## src/rtl/shiftrows.sv

```systemverilog
// AES ShiftRows with a LATENCY-deep valid/data pipeline; the byte permutation is wiring ahead of stage 1.
// Build option SHIFTROWS_OUT_CLR_EN: zero o_block on cycles where o_valid is low.
module shiftrows_stage #(
  parameter int W   = 128,
  parameter bit CLR = 1'b0
) (
  input  logic         clk,
  input  logic         rst,
  input  logic         vld_in,
  input  logic [W-1:0] d_in,
  output logic         vld_out,
  output logic [W-1:0] d_out
);
  always_ff @(posedge clk or negedge rst) begin
    if (!rst) begin
      vld_out <= 1'b0;
      d_out   <= '0;
    end else begin
      vld_out <= vld_in;
      // data only moves with a valid token; otherwise hold (or clear on the output stage)
      if (vld_in)   d_out <= d_in;
      else if (CLR) d_out <= '0;
    end
  end
endmodule

module shiftrows #(
  parameter int LATENCY = 1
) (
  input  logic         clk,
  input  logic         rst,
  input  logic         i_valid,
  input  logic [127:0] i_block,
  output logic         o_valid,
  output logic [127:0] o_block
);
  localparam int NUM_LANES = 4;   // columns (and rows) of the AES state
  localparam int VEC_W     = 8;
  localparam int BLK_W     = NUM_LANES*NUM_LANES*VEC_W;

`ifdef SHIFTROWS_OUT_CLR_EN
  localparam bit OUT_CLR = 1'b1;
`else
  localparam bit OUT_CLR = 1'b0;
`endif

  if (LATENCY < 1 || LATENCY > 4) begin : g_bad_latency
    $error("shiftrows: LATENCY must be in 1..4");
  end

  // byte k of the block lives at index 15-k, so b0 is the MSB byte
  logic [NUM_LANES*NUM_LANES-1:0][VEC_W-1:0] in_b, perm_b;
  assign in_b = i_block;

  for (genvar c = 0; c < NUM_LANES; c++) begin : g_col
    for (genvar r = 0; r < NUM_LANES; r++) begin : g_row
      assign perm_b[15-(NUM_LANES*c+r)] = in_b[15-(NUM_LANES*((c+r)%NUM_LANES)+r)];
    end
  end

  logic [LATENCY:0] vld_pipe;
  logic [BLK_W-1:0] data_pipe [0:LATENCY];

  assign vld_pipe[0]  = i_valid;
  assign data_pipe[0] = perm_b;

  for (genvar s = 1; s <= LATENCY; s++) begin : g_stg
    shiftrows_stage #(
      .W   (BLK_W),
      .CLR (OUT_CLR && (s == LATENCY))
    ) u_stg (
      .clk     (clk),
      .rst     (rst),
      .vld_in  (vld_pipe[s-1]),
      .d_in    (data_pipe[s-1]),
      .vld_out (vld_pipe[s]),
      .d_out   (data_pipe[s])
    );
  end

  assign o_valid = vld_pipe[LATENCY];
  assign o_block = data_pipe[LATENCY];
endmodule

```

## config.mk

```make
export PLATFORM = sky130hd
export DESIGN_NAME = shiftrows
export DESIGN_NICKNAME = d
export VERILOG_FILES = /design/src/rtl/shiftrows.sv
export SDC_FILE = /design/constraint.sdc
export NUM_CORES = 1
export LEC_CHECK = 0
export BUFFER_PORTS_ARGS = -buffer_cell sky130_fd_sc_hd__buf_2
export CORE_MARGIN = 8
export CORE_UTILIZATION = 45
export CTS_BUF_LIST = sky130_fd_sc_hd__clkbuf_4 sky130_fd_sc_hd__clkbuf_8 sky130_fd_sc_hd__clkbuf_16
export CTS_CLUSTER_DIAMETER = 80
export DETAILED_ROUTE_END_ITERATION = 7
export PLACE_DENSITY = 0.8
export SLEW_MARGIN = 10
export SYNTH_ARGS = -nofsm -noshare
export SYNTH_HDL_FRONTEND = slang
export SYNTH_SLANG_ARGS = --single-unit
```

## constraint.sdc

```tcl
create_clock -name clk -period 0.9 [get_ports clk]
set_input_delay 0.135 -clock clk [delete_from_list [all_inputs] [get_ports clk]]
set_output_delay 0.135 -clock clk [all_outputs]
set_load 0.02 [all_outputs]
```

== After elaboration in Yosys (flattened, before gate mapping) ==
Index checks and enable logic that the tools add are counted.
Storage, ports and cells
  bits in registers: 129
  input bits: 131
  output and inout bits: 129
  word-level logic and storage cells: 2

== Depth between registers and ports, before layout ==
Gate-level depths: netlist (run 1).
  depth in word-level cells: 0
  mapped depth: 3
  depth with buffers taken out: 1

== Worst setup path after synthesis (run 1) ==
Ideal clock, no wire load.
  path kind: input -> register
  start: input i_valid
  end: register g_stg[1].u_stg.d_out[100]
  data arrival time: 0.748 ns
  data required time: 0.775 ns
  slack: 0.027 ns
  stages: 3
  buffers on the path: 2
  path through: buf_6 clkbuf_8 mux2_2
RTL lines
  from (decl): RTL line 32  | input logic i_valid,
  to (signal assigned): RTL line 21  | if (vld_in) d_out <= d_in;
  to (decl): RTL line 12  | output logic [W-1:0] d_out
No word-level cell between the ends.

== Worst setup path after layout (run 1) ==
  start: register g_stg[1].u_stg.d_out[18]
  end: output o_block[18]
RTL lines
  to (decl): RTL line 35  | output logic [127:0] o_block
No word-level cell between the ends.

==> metrics.md, run 1 <==
| Metric | Value |
|---|---|
| Pwr Density | `1888 nW/um^2` |
| Fin. Hold Viols | `0` |
| Layout Skew | `0 ns` |
| Setup Viol. Count Final | `159` |
| Reg-to-reg startpoint | `g_stg[1].u_stg.d_out[108]` |
| Final wirelength | `20,310 um` |
| Final slew viol count | `0` |
| Gate power share | `0.245` |
| CP max stage delay | `0.44 ns` |
| All-Layer GR Usage | `0.2618` |
| Met3 wire length | `1596 um` |
| Antenna viol nets, final | `0` |
| Most used DFF post-synth | `dfrtp_1` |
| DRC violations left | `0` |
| #FFs+latches synth | `129` |
| CTS tree | `done` |
| Final nets | `855` |
| Critical-path cell with the highest stage delay | `dfrtp_1` |
| Post-layout minimum cycle time | `1.240 ns` |
| Core area | `10,700 sq um` |
| Sink Count | `129` |
| Starting density of the core | `0.4531` |
| Share of flip-flops with an asynchronous set or reset | `1.000` |
| Reg2reg setup slack | `-0.10 ns` |
| Initial DRC count | `205` |
| GP Congestion | `0.7487` |
| Post-DR wirelength/cell | `23.11 um` |
| HP Start | `i_valid` |
| Failing checks | `setup timing` |
| Top cell type's share of synthesized area | `0.6660` |
| Net Count, Synth | `402` |
| Uppermost layer routed | `met5` |
| Clk_lat worst skew | `0.50 ns` |
| Post-synth EDFFs | `0` |
| Critical path launch point type | `flop` |
| Register area share after synthesis | `0.6660` |
| First-pass GRT wire length | `28,680 um` |
| Top delay family on crit path | `flip-flops` |
| H-tree depth | `4` |
| CP Class | `flop to output pin` |
| R2r endpoint | `g_stg[1].u_stg.d_out[108]` |
| Critical Path AT | `1.10 ns` |
| Clk buf depth | `2` |
| WL met2 | `10,990 um` |
| Number of global-route vias before repair | `5,010` |
| Share of cells above drive strength 1 | `0.6486` |
| Final worst path period share | `1.378` |
| Clock share of power | `0.369` |
| Initial antenna violation count | `3` |
| Gr ovfl total | `0` |
| Die Area | `14,350 sq um` |
| Reg power frac | `0.387` |
| Worst min path class | `primary input to flop` |
| Unique masters post-synth | `4` |
| DIE HEIGHT | `119.8 um` |
| Num ports | `260` |
| Hold Path Sink | `g_stg[1].u_stg.d_out[127]` |
| CP max FO | `2` |
| Area of the mapped netlist | `4847 sq um` |
| Sw frac | `0.2749` |
| Synth top area cells | `dfrtp_1 67%, mux2_2 30%, clkbuf_8 2.3%` |
| Critical Path RT | `0.76 ns` |
| Psw | `4.908 mW` |
| FP Rows | `38` |
| Reg2reg path depth | `3` |
| Syn. warnings | `0` |
| Unrepaired setup endpoints after global routing | `true` |
| DR vias | `4,267` |
| Worst-path cell chain | `buf_6` |
| Avg Vias per Cell | `4.854` |
| Die X | `119.8 um` |
| Yosys top cell by area | `dfrtp_1` |
| Rel. slew slack | `0.7429` |
| Outcome | `finished, violations left` |
| Worst-margin pin slew | `0.3856 ns` |
| Leak | `4.510 nW` |
| Clock transition at the registers of the reported paths | `0.06 ns` |
| CP Buf/Inv Count | `1` |
| FMAX | `806.5 MHz` |
| Worst hold path depth | `3` |
| Wire length on met1 | `6958 um` |
| Detailed Routing Iterations Pass 1 | `4` |
| Mean post-synth cell area | `17.89 sq um` |
| Cells after Synth | `271` |
| Maximum vdd drop | `1.291 mV` |
| Synth cell count leaders | `129 x dfrtp_1, 128 x mux2_2, 8 x clkbuf_8` |
| Crit. End Element | `output pin` |
| Int Pwr | `12.95 mW` |
| Count leader, synth | `dfrtp_1` |
| Pin count of the biggest net entering global routing | `62` |
| Final setup TNS | `-36.00 ns` |
| PortBufs | `259` |
| Worst setup margin | `-0.3399 ns` |
| Total CTS buffers | `17` |
| Hold_ws | `0.09834 ns` |
| Post-DP HPWL | `10,010 um` |
| Number of max-cap violations | `0` |
| Clock root cell | `clkbuf_8` |
| Area grow syn2layout | `95.12%` |
-- per-stage QoR --
stage	instances	power (mW)	setup slack (ns)	utilization	instance area, sq um
floorplan	271	8.233	0.02722	-	4847
global placement	676	9.384	-0.1485	0.5967	6384
detailed placement	676	9.491	-0.1883	0.5967	6384
CTS	855	17.36	-0.3232	0.8591	9190
global route	879	18.46	-0.3780	0.8841	9458
finish	879	17.86	-0.3399	0.8841	9458
-- cell usage in the layout (no fill, tap or decap) --
cell,synthesis,routed
diode_2,0,2
buf_2,0,128
buf_4,0,41
clkinv_4,0,1
buf_6,6,142
bufinv_16,0,1
clkinv_2,0,2
clkbuf_16,0,16
clkbuf_4,0,3
clkbuf_8,8,5
dfrtp_1,129,129
mux2_4,0,13
mux2_2,128,115
buf_12,0,7
dlygate4sd3_1,0,130
clkinvlp_4,0,4
-- per-layer routing --
layer	vias to the layer above	GRT usage
met2	222	0.4663
met5	-	0
met1	2130	0.2775
met3	53	0.08924
met4	2	0.1093
li1	1860	-
-- final cells by class --
cell class | instances | area (sq um)
repair buffers | 448 | 3989
flip-flops and latches | 129 | 3228
multi-input cells | 128 | 1490
fillers | 432 | 1240
clock buffers | 24 | 491.7
well taps | 140 | 175.2
clock inverters | 8 | 78.83
diodes | 2 | 5.005
-- power groups by stage --
| stage | Sequential (mW) | Combinational, mW | Clock, mW |
|---|---|---|---|
| final | 6.90 | 4.37 | 6.58 |
| after global routing | 6.95 | 4.57 | 6.94 |
| after CTS | 6.81 | 3.96 | 6.58 |
| after detailed placement | 6.77 | 2.72 | 0 |
| after global placement | 6.73 | 2.65 | 0 |
| after floorplan | 7.49 | 0.743 | 0 |
-- logic make-up (layout without fill, tap and decap cells) --
group / count (synthesis) / in the layout / synth area share
DFF: 129 / 129 / 0.6660
muxes: 128 / 128 / 0.2974
buffers and inverters: 14 / 480 / 0.03665
other: 0 / 2 / 0
-- flip-flops by register name (all words and copies together) (netlist names) --
register             cells
g_stg.u_stg.vld_out      1
g_stg.u_stg.d_out      128
-- worst max-delay path by stage --
stage	startpoint	end	slack [ns]	depth (start not counted)
2_1_floorplan	i_valid	g_stg[1].u_stg.d_out[100]	0.03	3
5_1_grt	g_stg[1].u_stg.d_out[18]	o_block[18]	-0.38	1
4_1_cts	g_stg[1].u_stg.d_out[9]	o_block[9]	-0.32	1
6_report	g_stg[1].u_stg.d_out[18]	o_block[18]	-0.34	1
3_5_place_dp	i_valid	g_stg[1].u_stg.d_out[18]	-0.19	3
3_3_place_gp	i_valid	g_stg[1].u_stg.d_out[62]	-0.15	3
-- timing repair --
action	CTS	global route
hold endpoints to repair	258	0
setup endpoints to repair	129	143
buffers inserted	17	30
hold buffers	130	0
resized for setup	258	26
gates cloned	0	0
(Power assumes the default switching activity.)
==> inputs of run 2 (changes only) <==
CORE_UTILIZATION = 40   (was 45)
PLACE_DENSITY = 0.76   (was 0.8)
clock period = 1 ns   (was 0.9 ns; I/O delays follow)
==> run 2 against run 1 <==
Compared with the run above: the run still ends with setup timing left; combinational power shrank 11%; design area shrank 0.13%; utilization shrank 9.1 points; routed wire length shrank 6.7%; register-to-register slack gained 0.06 ns; sequential power shrank 11%.
==> metrics.md, run 2 (synthesis gave the netlist of run 1 again) <==
| Metric | Value |
|---|---|
| Pwr Density | `1735 nW/um^2` |
| Most Crowded Layer GR | `met2` |
| Pre-CTS setup slack | `-0.08995 ns` |
| HP Start | `i_block[98]` |
| Core area | `11,910 sq um` |
| Layout Skew | `0 ns` |
| Clock root cell | `clkbuf_16` |
| R2r endpoint | `g_stg[1].u_stg.d_out[69]` |
| Die Area | `15,900 sq um` |
| CP max FO | `2` |
| Pin count of the biggest net entering global routing | `41` |
| Max reg flops | `128` |
| Initial antenna violation count | `4` |
| Critical Path RT | `0.85 ns` |
| Grt met3 use | `0.07764` |
| FMAX | `880.7 MHz` |
| CP Depth | `1` |
| Unrepaired setup endpoints after global routing | `true` |
| Critical path launch point type | `flop` |
| Clk buf depth | `2` |
| Top Registers | `g_stg.u_stg.d_out x128, g_stg.u_stg.vld_out x1` |
| Starting density of the core | `0.4069` |
| GR Layer Usage met2 | `0.4274` |
| Die X | `126.1 um` |
| Critical Path AT | `0.99 ns` |
| Top delay family on crit path | `flip-flops` |
| Critical-path cell with the highest stage delay | `dfrtp_1` |
| Number of global-route vias before repair | `4,920` |
| Met1 Track Usage GR | `0.2113` |
| Crit. End Element | `output pin` |
| Outcome | `finished, violations left` |
| Share of cells above drive strength 1 | `0.6550` |
| Failing checks | `setup timing` |
| DIE HEIGHT | `126.1 um` |
| Final nets | `863` |
| Gr ovfl total | `0` |
| CP Class | `flop to output pin` |
| Maximum vdd drop | `1.260 mV` |
| Worst min path class | `primary input to flop` |
| CTS tree | `done` |
| Avg Vias per Cell | `4.693` |
| Area grow syn2layout | `94.86%` |
| Post-DR wirelength/cell | `21.15 um` |
| Reg2reg setup slack | `-0.04 ns` |
| Leak | `4.504 nW` |
| Most frequent cells in the layout | `131 x buf_6, 129 x dfrtp_1, 128 x dlygate4sd3_1, 128 x buf_2, 126 x mux2_2` |
| Final core utilization | `0.7930` |
| Fin. Hold Viols | `0` |
| CP Buf/Inv Count | `1` |
| Int Pwr | `12.11 mW` |
| Hold_ws | `0.03490 ns` |
| First-pass GRT wire length | `27,700 um` |
| Worst-margin pin slew | `0.3644 ns` |
| Final setup TNS | `-11.38 ns` |
| Clk_lat worst skew | `0.40 ns` |
| Detailed Routing Iterations Pass 1 | `4` |
| PortBufs | `259` |
| GP Congestion | `0.7427` |
| Worst setup margin | `-0.1354 ns` |
| FP Rows | `40` |
| Final wirelength | `18,950 um` |
| All-Layer GR Usage | `0.2279` |
| Reg power frac | `0.377` |
| Initial DRC count | `162` |
| Final slew viol count | `0` |
| Sink Count | `129` |
| Reg2reg path depth | `3` |
| Post-layout minimum cycle time | `1.135 ns` |
| Antenna viol nets, final | `0` |
| Number of max-cap violations | `0` |
| Clock share of power | `0.387` |
| H-tree depth | `4` |
| Most common cell after layout, fill and taps aside | `buf_6` |
| Total CTS buffers | `17` |
| Sw frac | `0.2607` |
| CP max stage delay | `0.43 ns` |
| Biggest register | `g_stg.u_stg.d_out` |
| Gate power share | `0.236` |
| Num ports | `260` |
| Final worst path period share | `1.135` |
| Hold Path Sink | `g_stg[1].u_stg.d_out[66]` |
| Setup Viol. Count Final | `138` |
| Clock transition at the registers of the reported paths | `0.05 ns` |
| Psw | `4.273 mW` |
| Rel. slew slack | `0.7571` |
| DR vias | `4,205` |
| DRC violations left | `0` |
| Reg-to-reg startpoint | `g_stg[1].u_stg.d_out[69]` |
| Worst hold path depth | `2` |
| Fillers | `610` |
| Post-DP HPWL | `9778 um` |
| Worst-path cell chain | `buf_6` |
run 2: final cells by class:
class | instances | area, sq um | share of cell area
repair buffers | 456 | 3965 | 0.4198
flip-flops and latches | 129 | 3228 | 0.3418
multi-input cells | 128 | 1449 | 0.1534
clock buffers | 21 | 474.2 | 0.05021
well taps | 147 | 183.9 | 0.01947
clock inverters | 11 | 135.1 | 0.01431
diodes | 4 | 10.01 | 0.001060
run 2: routing by layer:
| metal | share of wire | vias to the layer above |
|---|---|---|
| met2 | 0.55 | 192 |
| li1 | - | 1886 |
| met3 | 0.065 | 62 |
| met1 | 0.33 | 2065 |
| met4 | 0.047 | 0 |
| met5 | 0 | - |
run 2: power by group through the flow:
stage	Combinational (mW)	Sequential, mW	Clock, mW
floorplan	0.669	6.74	0
global placement	2.36	6.06	0
detailed placement	2.42	6.09	0
CTS	3.55	6.13	6.40
global route	4.06	6.23	6.68
finish	3.88	6.17	6.34
run 2: repair_timing:
action / in CTS / in global routing
gates resized for setup: 258 / 4
setup endpoints to repair: 129 / 129
buffers inserted: 20 / 34
endpoints found under the hold margin: 180 / 0
hold buffers: 128 / 0
run 2: worst max path at each step:
| stage | to | slack [ns] | from |
|---|---|---|---|
| floorplan | g_stg[1].u_stg.d_out[100] | 0.11 | i_valid |
| global route | o_block[72] | -0.18 | g_stg[1].u_stg.d_out[72] |
| finish | o_block[72] | -0.14 | g_stg[1].u_stg.d_out[72] |
| CTS | o_block[38] | -0.12 | g_stg[1].u_stg.d_out[38] |
| global placement | g_stg[1].u_stg.d_out[45] | -0.04 | i_valid |
| detailed placement | g_stg[1].u_stg.d_out[49] | -0.09 | i_valid |
run 2: stage by stage:
stage / cell area [sq um] / instances / power, mW
final: 9445 / 896 / 16.39
after global routing: 9445 / 896 / 16.96
after CTS: 9165 / 858 / 16.08
after detailed placement: 6317 / 678 / 8.505
after global placement: 6317 / 678 / 8.419
after floorplan: 4847 / 271 / 7.410
